## config.mk

```make
export PLATFORM = sky130hd
export DESIGN_NAME = multi_bit_sync_filter
export DESIGN_NICKNAME = d
export VERILOG_FILES = /design/src/rtl/multi_bit_sync_filter.sv
export SDC_FILE = /design/constraint.sdc
export NUM_CORES = 1
export LEC_CHECK = 0
export CAP_MARGIN = 10
export CORE_AREA = 2 2 39 41
export DETAILED_ROUTE_END_ITERATION = 8
export DIE_AREA = 0 0 41 43
export PLACE_DENSITY = 0.72
export REMOVE_ABC_BUFFERS = 1
export SKIP_LAST_GASP = 1
export SLEW_MARGIN = 20
export SYNTH_ARGS = -nofsm -noshare
export SYNTH_HDL_FRONTEND = slang
export SYNTH_SLANG_ARGS = --single-unit
```

## constraint.sdc

```tcl
create_clock -name sync_Clk -period 1 [get_ports sync_Clk]
set_clock_uncertainty 0.2 [all_clocks]
set_input_delay 0.15 -clock sync_Clk [delete_from_list [all_inputs] [get_ports sync_Clk]]
set_output_delay 0.15 -clock sync_Clk [all_outputs]
set_load 0.03 [all_outputs]
```

## src/rtl/multi_bit_sync_filter.sv

```systemverilog
// Receive-side level synchroniser for a bus of independent quasi-static bits,
// with an optional per-bit glitch filter and registered-edge pulse decode.
module multi_bit_sync_filter #(
  parameter int                   BUS_WIDTH  = 4,
  parameter int                   NUM_STAGES = 2,
  parameter int                   FILTER_LEN = 0,
  parameter logic [BUS_WIDTH-1:0] RESET_VAL  = '0
) (
  input  logic                 sync_Clk,
  input  logic                 sync_Rst,
  input  logic [BUS_WIDTH-1:0] un_sync_in,
  output logic [BUS_WIDTH-1:0] sync_out,
  output logic [BUS_WIDTH-1:0] rise_pulse,
  output logic [BUS_WIDTH-1:0] fall_pulse
);

  generate
    if (BUS_WIDTH < 1) begin : gBadBusWidth
      $error("multi_bit_sync_filter: BUS_WIDTH must be 1 or more");
    end
    if (NUM_STAGES < 2) begin : gBadNumStages
      $error("multi_bit_sync_filter: NUM_STAGES must be 2 or more");
    end
    if ((FILTER_LEN < 0) || (FILTER_LEN > 255)) begin : gBadFilterLen
      $error("multi_bit_sync_filter: FILTER_LEN must be within 0..255");
    end
  endgenerate

  logic [NUM_STAGES-1:0][BUS_WIDTH-1:0] stage_q;
  logic [BUS_WIDTH-1:0]                 syncSample;
  logic [BUS_WIDTH-1:0]                 prev_q;

  // Pure flop chain: nothing may sit between stages or MTBF suffers.
  always_ff @(posedge sync_Clk or posedge sync_Rst) begin
    if (sync_Rst) begin
      stage_q <= {NUM_STAGES{RESET_VAL}};
    end else begin
      stage_q <= {stage_q[NUM_STAGES-2:0], un_sync_in};
    end
  end

  assign syncSample = stage_q[NUM_STAGES-1];

  generate
    if (FILTER_LEN == 0) begin : gNoFilter
      assign sync_out = syncSample;
    end else begin : gFilter
      localparam int             CW       = (FILTER_LEN < 2) ? 1 : $clog2(FILTER_LEN + 1);
      localparam logic [CW-1:0]  CNT_LAST = CW'(FILTER_LEN - 1);

      logic [BUS_WIDTH-1:0][CW-1:0] cnt_q;
      logic [BUS_WIDTH-1:0][CW-1:0] cnt_d;
      logic [BUS_WIDTH-1:0]         filt_q;
      logic [BUS_WIDTH-1:0]         filt_d;

      // A bit only follows the sample after FILTER_LEN consecutive disagreements.
      always_comb begin
        cnt_d  = cnt_q;
        filt_d = filt_q;
        for (int i = 0; i < BUS_WIDTH; i++) begin
          if (syncSample[i] == filt_q[i]) begin
            cnt_d[i] = '0;
          end else if (cnt_q[i] == CNT_LAST) begin
            filt_d[i] = syncSample[i];
            cnt_d[i]  = '0;
          end else begin
            cnt_d[i] = cnt_q[i] + CW'(1);
          end
        end
      end

      always_ff @(posedge sync_Clk or posedge sync_Rst) begin
        if (sync_Rst) begin
          cnt_q  <= '0;
          filt_q <= RESET_VAL;
        end else begin
          cnt_q  <= cnt_d;
          filt_q <= filt_d;
        end
      end

      assign sync_out = filt_q;
    end
  endgenerate

  always_ff @(posedge sync_Clk or posedge sync_Rst) begin
    if (sync_Rst) begin
      prev_q <= RESET_VAL;
    end else begin
      prev_q <= sync_out;
    end
  end

  // Both operands are flops, so the pulses are glitch-free and mutually exclusive.
  assign rise_pulse = sync_out & ~prev_q;
  assign fall_pulse = ~sync_out & prev_q;

endmodule

```

==> impl_metrics.json <==
{
  "synth.area.top_cells": "dfrtp_1 74%, and2b_2 17%, buf_4 7.4%",
  "io-pin-count": 18,
  "viasPerCell": 3.774,
  "first_pass_iters": 2,
  "rows": 14,
  "worst-r2r-setup-slack_ns": 0.06,
  "cts_tree": "yes",
  "peakVddDrop_mv": 0.6741,
  "fmax_mhz": 729.6,
  "tightest_slew_ns": 0.1261,
  "crit_type": "register to output port",
  "dieWidth_um": 41,
  "wire_per_inst_um": 8.500,
  "synth_compound_gate_area_share_pct": 0,
  "antennaDiodeCount": 0,
  "fillers": 129,
  "slowest_delay_ns": 0.39,
  "drtIter0Drc": 2,
  "cp-end-kind": "output port",
  "hold_path_class": "primary input to async pin",
  "synth-simple-area-share_pct": 17.34,
  "drv_cap": 0,
  "rsz0062_at_grt": "yes",
  "timing.final.ws_setup_ns": -0.3707,
  "crit_chain": "and2b_2 > buf_6",
  "slew_headroom_pct": 91.59,
  "setup_viol": 12,
  "p_leak_nw": 0.3238,
  "place_ws_ns": -0.09280,
  "layout_commonest_cell": "buf_6",
  "start_kind": "register",
  "rr_startpoint": "sync_out[0]",
  "clkTransAtPathRegs_ns": 0.07,
  "crit_fanout": 4,
  "grt-ovfl-total": 0,
  "drv_slew": 0,
  "status": "complete, but fails checks",
  "syn_avg_cell_area_sq_um": 16.17,
  "crit_path_end": "fall_pulse[1]",
  "synth-seq-cells": 12,
  "synth_cell_types": 4,
  "drive_gt1_share_pct": 60.87,
  "final_cell_mix": "13 x buf_6, 12 x dfrtp_1, 8 x and2b_2",
  "syn2layout_area_growth_pct": 63.78,
  "critical_path.startpoint": "sync_out[1]",
  "dieArea_sq_mm": 0.001763,
  "nets": 53,
  "power-per-cell-area_mw_per_mm2": 1609,
  "arrival_ns": 1.02,
  "timing.final.crit_share_pct": 137.1,
  "fin_tns_setup_ns": -3.764,
  "syn_area_sq_um": 404.1,
  "timing.rr.end": "prev_q[0]",
  "htreeDepth": 1,
  "gp_congestion": 0.5951,
  "via_count": 234,
  "clock-sinks": 12,
  "clock_path_buffers": 2,
  "yosysTopAreaCell": "dfrtp_1",
  "yosys_warnings": 0,
  "clock_latency_ns": 0.26,
  "finalHoldViolCount": 12,
  "ant_nets": 0,
  "synth_mux_area_share_pct": 0,
  "routed_wl_um": 527,
  "cts.root.buffer_cell": "clkbuf_4",
  "cp.required_ns": 0.65,
  "r2r_cells": 2,
  "grt_usage_pct": 7.897,
  "grt_max_degree": 13,
  "start_util_pct": 29.20,
  "drc": 0,
  "hold_ws_ns": -0.02494,
  "die_h_um": 43,
  "period_needed_ns": 1.371,
  "synth_cells": 25,
  "antenna_found_initial": 0,
  "violations": "negative hold slack, negative setup slack",
  "io_buffers": 17,
  "grt_pass1_vias": 202,
  "core_area_sq_mm": 0.001384,
  "synth-seq-area-share_pct": 74.30,
  "yosys.area.top_type_share_pct": 74.30,
  "synthXorXnorAreaFrac_pct": 0,
  "grt_pass1_wl_um": 841,
  "synth_fa_ha_area_share_pct": 0,
  "synth_top_family_by_area": "simple AND/OR/NAND/NOR gates",
  "numCtsBuffers": 3,
  "cp_slowest_cell": "dfrtp_1"
}
logic make-up (layout without fill, tap and decap cells):
kind of cell,count (synthesis),in the layout
buffers and inverters,5,26
DFF,12,12
and+or+nand+nor,8,8
where the power goes:
part / internal, mW / total [mW] / switching, mW
sequential: 0.510 / 0.522 / 0.0124
combinational: 0.0942 / 0.176 / 0.0823
clock: 0.221 / 0.366 / 0.145
critical path, delay by kind of cell, from the launching register on:
kind | cells | cell delay (ns)
and+or+nand+nor | 1 | 0.24
buffers and inverters | 1 | 0.13
DFF | 1 | 0.39
worst min path at each step:
stage	startpoint	cells after the start	slack, ns	end
global route	sync_Rst	3	-0.01	stage_q[3]
floorplan	sync_Rst	1	-0.19	prev_q[0]
finish	sync_Rst	3	-0.02	prev_q[2]
detailed placement	stage_q[1]	0	0.13	sync_out[1]
CTS	sync_Rst	3	-0.04	stage_q[3]
global placement	stage_q[3]	0	0.13	sync_out[3]
cells in the mapped netlist, drive strengths merged:
master and count:
dfrtp 12, and2b 8, buf 4, inv 1
sequential cells by signal, summed over array words and instances (netlist names):
| name | flops |
|---|---|
| stage_q | 4 |
| sync_out | 4 |
| prev_q | 4 |
repair_timing:
| item | in CTS | in global routing |
|---|---|---|
| gates resized for setup | 11 | 2 |
| endpoints found under the hold margin | 12 | 12 |
| setup buffers | 1 | 0 |
| setup endpoints to repair | 12 | 12 |
metal layers:
layer | track usage (%) | share of wire (%)
met3 | 4.712 | 12
met4 | 6.000 | 0
met1 | 8.966 | 43
met5 | 0 | 0
met2 | 10.31 | 45
per-stage QoR:
step           cells  cell area [sq um]  total power, mW  hold WS, ns  util, %
3_5_place_dp      57              569.3           0.6854       0.1347    41.14
2_1_floorplan     21              374.1           0.6067      -0.1853        -
4_1_cts           62              654.4            1.082     -0.03583    47.29
3_3_place_gp      57              569.3           0.6835       0.1316    41.14
6_report          62              661.9            1.065     -0.02494    47.83
5_1_grt           62              661.9            1.129     -0.01221    47.83
final cells by class:
cell class,instances,area (sq um),share of cell area [%]
Multi-Input combinational cell,8,70.07,10.59
Timing Repair Buffer,21,231.5,34.97
Tap cell,16,20.02,3.025
Clock buffer,4,36.28,5.482
Inverter,1,3.754,0.5671
Sequential cell,12,300.3,45.37
Note: power is estimated with default switching activity, not from simulation.
